[src/rtl/network_sequencer_if.sv]
// Bundle of the two buses that the sequencer drives.
// The weight ROM read port carries an address strobe out and data/valid back.
// The MAC stream carries clear/enable/last/weight out and the ready handshake back.
// The sequencer uses the master modport; the ROM and MAC side use the slave modport.
interface network_sequencer_if #(
   parameter int ADDR_W = 10,
   parameter int DATA_W = 32
);
   logic                rom_rd;
   logic [ADDR_W-1:0]   rom_addr;
   logic [0:DATA_W-1]   rom_data;
   logic                rom_valid;
   logic                mac_ready;
   logic                mac_clr;
   logic                mac_en;
   logic [0:DATA_W-1]   mac_weight;
   logic                mac_last;

   modport master (
      output rom_rd,
      output rom_addr,
      input  rom_data,
      input  rom_valid,
      input  mac_ready,
      output mac_clr,
      output mac_en,
      output mac_weight,
      output mac_last
   );

   modport slave (
      input  rom_rd,
      input  rom_addr,
      output rom_data,
      output rom_valid,
      output mac_ready,
      input  mac_clr,
      input  mac_en,
      input  mac_weight,
      input  mac_last
   );
endinterface

[src/rtl/network_sequencer.sv]
// Sequences one forward pass of the network: for every layer, every neuron
// and every input it fetches one weight word from the weight ROM and streams
// it into the shared MAC datapath, clearing the accumulator at the start of
// each neuron and flagging the last input of each neuron.
// Weights are laid out contiguously from BASE_ADDR with no gaps between
// neurons or layers; the address counter wraps modulo 2**ADDR_W.
// A ROM read that is not answered within TIMEOUT cycles aborts the pass.
module network_sequencer #(
   parameter int ADDR_W    = 10,
   parameter int DATA_W    = 32,
   parameter int N_INPUTS  = 16,
   parameter int N_NEURONS = 8,
   parameter int N_LAYERS  = 2,
   parameter int BASE_ADDR = 0,
   parameter int TIMEOUT   = 15
) (
   input  logic                       clk,
   input  logic                       reset,
   input  logic                       start,
   network_sequencer_if.master        bus,
   output logic [7:0]                 layer_idx,
   output logic [7:0]                 neuron_idx,
   output logic                       busy,
   output logic                       done,
   output logic                       err
);

   typedef enum logic [2:0] {
      S_IDLE,
      S_CLEAR,
      S_FETCH,
      S_WAIT,
      S_ACCUM,
      S_DONE
   } state_t;

   localparam logic [ADDR_W-1:0] BASE        = ADDR_W'(BASE_ADDR);
   localparam logic [15:0]       LAST_INPUT  = 16'(N_INPUTS - 1);
   localparam logic [7:0]        LAST_NEURON = 8'(N_NEURONS - 1);
   localparam logic [7:0]        LAST_LAYER  = 8'(N_LAYERS - 1);
   localparam logic [15:0]       LAST_WAIT   = 16'(TIMEOUT - 1);

   state_t              state;
   logic [15:0]         input_cnt;
   logic [15:0]         wait_cnt;
   logic [ADDR_W-1:0]   addr_cnt;
   logic [0:DATA_W-1]   weight_q;
   logic                rom_rd_q;
   logic [ADDR_W-1:0]   rom_addr_q;
   logic                mac_clr_q;
   logic                mac_en_q;
   logic                mac_last_q;

   assign bus.rom_rd     = rom_rd_q;
   assign bus.rom_addr   = rom_addr_q;
   assign bus.mac_clr    = mac_clr_q;
   assign bus.mac_en     = mac_en_q;
   assign bus.mac_weight = weight_q;
   assign bus.mac_last   = mac_last_q;

   // Pass controller: every output is registered and set on the edge that
   // enters the state it belongs to, so rom_rd/mac_clr are exactly one cycle
   // long and mac_en/mac_weight stay put until the MAC accepts the weight.
   always_ff @(posedge clk or negedge reset) begin
      if (!reset) begin
         state      <= S_IDLE;
         input_cnt  <= '0;
         wait_cnt   <= '0;
         addr_cnt   <= BASE;
         weight_q   <= '0;
         rom_rd_q   <= 1'b0;
         rom_addr_q <= '0;
         mac_clr_q  <= 1'b0;
         mac_en_q   <= 1'b0;
         mac_last_q <= 1'b0;
         layer_idx  <= '0;
         neuron_idx <= '0;
         busy       <= 1'b0;
         done       <= 1'b0;
         err        <= 1'b0;
      end else begin
         done      <= 1'b0;
         err       <= 1'b0;
         rom_rd_q  <= 1'b0;
         mac_clr_q <= 1'b0;
         case (state)
            S_IDLE: begin
               if (start) begin
                  state      <= S_CLEAR;
                  mac_clr_q  <= 1'b1;
                  busy       <= 1'b1;
                  layer_idx  <= '0;
                  neuron_idx <= '0;
                  input_cnt  <= '0;
                  addr_cnt   <= BASE;
               end
            end
            S_CLEAR: begin
               state      <= S_FETCH;
               rom_rd_q   <= 1'b1;
               rom_addr_q <= addr_cnt;
            end
            S_FETCH: begin
               state    <= S_WAIT;
               addr_cnt <= addr_cnt + 1'b1;
               wait_cnt <= '0;
            end
            S_WAIT: begin
               if (bus.rom_valid) begin
                  state      <= S_ACCUM;
                  weight_q   <= bus.rom_data;
                  mac_en_q   <= 1'b1;
                  mac_last_q <= (input_cnt == LAST_INPUT);
               end else if (wait_cnt == LAST_WAIT) begin
                  state <= S_IDLE;
                  err   <= 1'b1;
                  busy  <= 1'b0;
               end else begin
                  wait_cnt <= wait_cnt + 1'b1;
               end
            end
            S_ACCUM: begin
               if (bus.mac_ready) begin
                  mac_en_q   <= 1'b0;
                  mac_last_q <= 1'b0;
                  if (input_cnt != LAST_INPUT) begin
                     input_cnt  <= input_cnt + 1'b1;
                     state      <= S_FETCH;
                     rom_rd_q   <= 1'b1;
                     rom_addr_q <= addr_cnt;
                  end else begin
                     input_cnt <= '0;
                     if (neuron_idx != LAST_NEURON) begin
                        neuron_idx <= neuron_idx + 1'b1;
                        state      <= S_CLEAR;
                        mac_clr_q  <= 1'b1;
                     end else if (layer_idx != LAST_LAYER) begin
                        layer_idx  <= layer_idx + 1'b1;
                        neuron_idx <= '0;
                        state      <= S_CLEAR;
                        mac_clr_q  <= 1'b1;
                     end else begin
                        state <= S_DONE;
                        done  <= 1'b1;
                        busy  <= 1'b0;
                     end
                  end
               end
            end
            S_DONE: begin
               state <= S_IDLE;
            end
            default: begin
               state <= S_IDLE;
            end
         endcase
      end
   end

endmodule

[src/flat_wrapper.sv]
// flat-port wrapper written by rule: the top's interface ports become plain ports
module network_sequencer_flat 
#(
   parameter int ADDR_W    = 10,
   parameter int DATA_W    = 32,
   parameter int N_INPUTS  = 16,
   parameter int N_NEURONS = 8,
   parameter int N_LAYERS  = 2,
   parameter int BASE_ADDR = 0,
   parameter int TIMEOUT   = 15
)
  (clk, reset, start, layer_idx, neuron_idx, busy, done, err, bus_rom_rd, bus_rom_addr, bus_rom_data, bus_rom_valid, bus_mac_ready, bus_mac_clr, bus_mac_en, bus_mac_weight, bus_mac_last);
  network_sequencer_if #(.ADDR_W(ADDR_W), .DATA_W(DATA_W)) bus_i ();
  input  logic clk;
  input  logic reset;
  input  logic start;
  output logic [7:0] layer_idx;
  output logic [7:0] neuron_idx;
  output logic busy;
  output logic done;
  output logic err;
  output wire logic [$bits(bus_i.rom_rd)-1:0] bus_rom_rd;
  output wire logic [$bits(bus_i.rom_addr)-1:0] bus_rom_addr;
  input wire logic [$bits(bus_i.rom_data)-1:0] bus_rom_data;
  input wire logic [$bits(bus_i.rom_valid)-1:0] bus_rom_valid;
  input wire logic [$bits(bus_i.mac_ready)-1:0] bus_mac_ready;
  output wire logic [$bits(bus_i.mac_clr)-1:0] bus_mac_clr;
  output wire logic [$bits(bus_i.mac_en)-1:0] bus_mac_en;
  output wire logic [$bits(bus_i.mac_weight)-1:0] bus_mac_weight;
  output wire logic [$bits(bus_i.mac_last)-1:0] bus_mac_last;
  assign bus_rom_rd = bus_i.rom_rd;
  assign bus_rom_addr = bus_i.rom_addr;
  assign bus_i.rom_data = bus_rom_data;
  assign bus_i.rom_valid = bus_rom_valid;
  assign bus_i.mac_ready = bus_mac_ready;
  assign bus_mac_clr = bus_i.mac_clr;
  assign bus_mac_en = bus_i.mac_en;
  assign bus_mac_weight = bus_i.mac_weight;
  assign bus_mac_last = bus_i.mac_last;
  network_sequencer #(.ADDR_W(ADDR_W), .DATA_W(DATA_W), .N_INPUTS(N_INPUTS), .N_NEURONS(N_NEURONS), .N_LAYERS(N_LAYERS), .BASE_ADDR(BASE_ADDR), .TIMEOUT(TIMEOUT)) u_core (.clk(clk), .reset(reset), .start(start), .bus(bus_i), .layer_idx(layer_idx), .neuron_idx(neuron_idx), .busy(busy), .done(done), .err(err));
endmodule
[config.mk]
export PLATFORM = sky130hd
export DESIGN_NAME = network_sequencer_flat
export DESIGN_NICKNAME = d
export VERILOG_FILES = /design/src/rtl/network_sequencer_if.sv /design/src/rtl/network_sequencer.sv /design/src/flat_wrapper.sv
export SDC_FILE = /design/constraint.sdc
export NUM_CORES = 1
export LEC_CHECK = 0
export BUFFER_PORTS_ARGS = -buffer_cell sky130_fd_sc_hd__buf_2
export CAP_MARGIN = 25
export CORE_ASPECT_RATIO = 1.5
export CORE_MARGIN = 5
export CORE_UTILIZATION = 59
export DETAILED_ROUTE_END_ITERATION = 6
export GPL_TIMING_DRIVEN = 0
export PLACE_DENSITY = 0.9
export SYNTH_ARGS = -nofsm -noshare
export SYNTH_HDL_FRONTEND = slang
export SYNTH_SLANG_ARGS = --single-unit
[constraint.sdc]
create_clock -name clk -period 7.5 [get_ports clk]
set_input_delay 1.5 -clock clk [delete_from_list [all_inputs] [get_ports clk]]
set_output_delay 1.5 -clock clk [all_outputs]
set_load 0.01 [all_outputs]
==> summary.md <==
| Metric | Value |
|---|---|
| Outcome | finished, final reports clean |
| Proportion of layout cells with a drive suffix above 1 | 0.291 |
| Worst-Skew Late Latency | approximately 0.36 ns |
| Area delta synth->final | 18.8% |
| Worst slew pin tran | around 1.1 ns |
| Reg2Reg Depth | 6 |
| Synth Flop Type | dfrtp_1 |
| Post-synth EDFFs | 0 |
| Drt total wl | approximately 14 mm |
| Fin crit share | 0.414 |
| Max Root-Sink Buffers | 2 |
| Core area | just under 0.009 mm^2 |
| Sink Count | between 100 and 150 |
| Hold path start | u_core.addr_cnt[9]$_DFFE_PN0P_ |
| Setup TNS | 0 ns |
| Netlist cell types | 50 |
| Post-Syn Area | roughly 0.0052 mm^2 |
| Most common cell type on the critical path | a21oi_1 |
| Root Buffer | clkbuf_16 |
| Critical Path, Cell by Cell | buf_2 > nor4bb_1 > clkbuf_1 > a21oi_1 > or4b_2 > a21oi_1 |
| Total Routing Usage GR | 0.263 |
| WP data required | 7.78 ns |
| Vias/cell | about 6.4 |
| Initial antenna violation count | 0 |
| P per Cell Area | 313 mW/mm^2 |
| Initial core utilization | 0.593 |
| Die Wd | between 80 and 90 um |
| Async SR Flop Fraction | 1.00 |
| Max-cap check violation count | 0 |
| Fillcell total | around 570 |
| IO Pins | around 100 |
| Nets | about 640 |
| RSZ-0062 raised after global routing | false |
| Total gr overflow | 0 |
| Site row count | 42 |
| HP Class | register to register |
| Crit Path Class | input pin to register |
| Setup violators final | 0 |
| Syn. warnings | 0 |
| Fin util | 0.705 |
| Post-CTS Setup Bufs | 0 |
| Tmin final | about 3.1 ns |
| Hold path cells | 1 |
| Max H-tree Level | 3 |
| Worst path max stage delay | slightly below 0.7 ns |
| Worst-path clk slew | about 0.080 ns |
| Die footprint | roughly 0.011 mm^2 |
| Worst Path Max Fanout | 10 |
| CTS tree | built |
| Post-route DRC violation count | 0 |
| Final Max Tran Viols | 0 |
| Routed len/inst | about 20 um |
| #FFs+latches synth | 110 |
| Syn nets | 529 |
| Post-CTS Resized | 0 |
| TritonCTS Buffers | 9 |
| Largest net degree at the start of global routing | about 70 |
| Initial DRC count | about 440 |
| Seq/Total Area, Yosys | 0.532 |
| Die Height | approximately 120 um |
| Reg2reg start | u_core.input_cnt[7]$_DFFE_PN0P_ |
| Critical path launch point type | input pin |
| Via count | 4561 |
| Tot Pwr | 1920 uW |
| Routed Antenna Nets | 0 |
| Leak pwr | slightly below 0.003 uW |
| CP max stage cell | or4b_2 |
| Avg Synthesized Cell Area | 10.7 um^2 |
| TritonRoute pass-1 iters | 6 |
| Worst VDD drop | 0.000249 V |
| Diode count | 0 |
| Final Hold Vio Count | 0 |
| F_max | between 300 and 400 MHz |
| DP HPWL | ~9.6 mm |
| Worst endpoint data arrival time | about 3.4 ns |
| Number of global-route vias before repair | between 4k and 5k |
| Mapped Cells | about 490 |
| First-pass GRT wire length | around 23 mm |
| Worst Skew | 0.0112 ns |
| IO buf count | roughly 100 |
| Post-CTS Hold Buffers | 0 |
| CP startpoint | bus_rom_valid |
| Critical Path End Type | register |
| Final RePlAce weighted congestion | 0.917 |
| Rel. slew slack | 0.263 |
==> layout make-up <==
| cell class | instances | area (um^2) | share of cell area |
|---|---|---|---|
| sequential | 110 | 2750 | 0.448 |
| multi-input combinational | 343 | 2290 | 0.373 |
| timing repair buffer | 102 | 536 | 0.0871 |
| clock buffer | 9 | 225 | 0.0366 |
| tap | 110 | 138 | 0.0224 |
| buffer | 22 | 93.8 | 0.0153 |
| clock inverter | 6 | 76.3 | 0.0124 |
| inverter | 10 | 37.5 | 0.00610 |
==> synthesized netlist by cell type (all sizes together) (2+ instances only) <==
cell type | instances | area (um^2)
o211ai | 2 | 15.0
nand4 | 17 | 106
a311oi | 3 | 26.3
clkbuf | 18 | 67.6
nor4b | 2 | 17.5
inv | 10 | 37.5
a22o | 3 | 26.3
or2 | 2 | 12.5
nor2b | 2 | 12.5
and4 | 2 | 17.5
nand3 | 23 | 115
a21o | 4 | 30.0
xor2 | 5 | 43.8
mux2i | 4 | 40.0
or4b | 2 | 20.0
buf | 4 | 26.3
or3 | 8 | 50.1
dfrtp | 110 | 2750
nor4 | 4 | 46.3
and3 | 9 | 56.3
nor3 | 12 | 60.1
o21ai | 45 | 225
a21oi | 11 | 55.1
mux2 | 44 | 495
nand2b | 5 | 31.3
or4 | 3 | 26.3
nand4b | 2 | 17.5
nor4bb | 3 | 30.0
nor2 | 38 | 145
a31oi | 13 | 81.3
o41ai | 4 | 42.6
ha | 7 | 87.6
o31ai | 20 | 150
nand2 | 34 | 128
==> sequential cells by signal, summed over array words and instances (netlist names), 3 cells and up <==
signal / cells
u_core.wait_cnt: 16
u_core.layer_idx: 8
u_core.addr_cnt: 10
u_core.state: 3
u_core.bus.rom_addr: 10
u_core.neuron_idx: 8
u_core.bus.mac_weight: 32
u_core.input_cnt: 16
==> power breakdown <==
part           leakage [uW]  switching (uW)  internal, uW
clock network      0.000149             230           264
logic               0.00130             356           255
registers           0.00145            93.0           724
==> layout by cell type, fill, tap and decap left out, types with 5 or more instances in the layout <==
cell	count
clkbuf_1	18
o21ai_0	45
and3_1	9
a31oi_1	13
o31ai_1	20
nand3_1	23
inv_1	10
xor2_1	5
ha_1	7
mux2_2	44
clkbuf_16	9
nand2_1	34
dfrtp_1	110
nand4_1	17
nor3_1	12
nand2b_1	5
or3_1	8
buf_2	103
a21oi_1	11
nor2_1	37
==> cells by family after synthesis <==
group	Yosys count	synth area share
adders and majority gates	7	0.0169
xor gates and xnor gates	6	0.0102
and+or+nand+nor	172	0.178
muxes	48	0.103
AOI/OAI and AO/OA	110	0.134
DFF	110	0.532
buffers and inverters	32	0.0254
==> path summary, 6_finish.rpt <==
path	slack, ns	endpoint
setup / recovery	4.39	u_core.wait_cnt[14]$_DFFE_PN0P_
hold / removal	0.48	u_core.addr_cnt[9]$_DFFE_PN0P_
setup reg to reg	4.65	u_core.bus.rom_addr[5]$_DFFE_PN0P_
hold reg to reg	0.48	u_core.addr_cnt[9]$_DFFE_PN0P_
max in group asynchronous	5.66	u_core.bus.mac_weight[27]$_DFFE_PN0P_
min in group asynchronous	1.13	u_core.input_cnt[0]$_DFFE_PN0P_
==> per-layer routing <==
layer | GRT usage | share of wire | up-vias
met1 | 0.305 | 0.35 | 2200
met2 | 0.454 | 0.54 | 278
li1 | - | - | 2018
met5 | 0 | 0 | -
met3 | 0.0450 | 0.067 | 65
met4 | 0.138 | 0.043 | 0
==> stage by stage <==
stage                     worst slack, ns  area, um^2  cells  hold slack (ns)
after global routing                 4.26        6150    712            0.510
after CTS                            4.43        6150    712            0.475
after detailed placement             4.08        5850    697            0.466
final                                4.39        6150    712            0.476
after global placement               3.77        5820    696            0.460
after floorplan                      4.46        5170    485            0.441
==> worst max-delay path, delay by kind of cell <==
family / cells / cell delay (ns)
AOI/OAI and AO/OA: 2 / 0.44
buffers and inverters: 2 / 0.53
and+or+nand+nor: 2 / 0.93
Power figures use the tool's default switching activity.
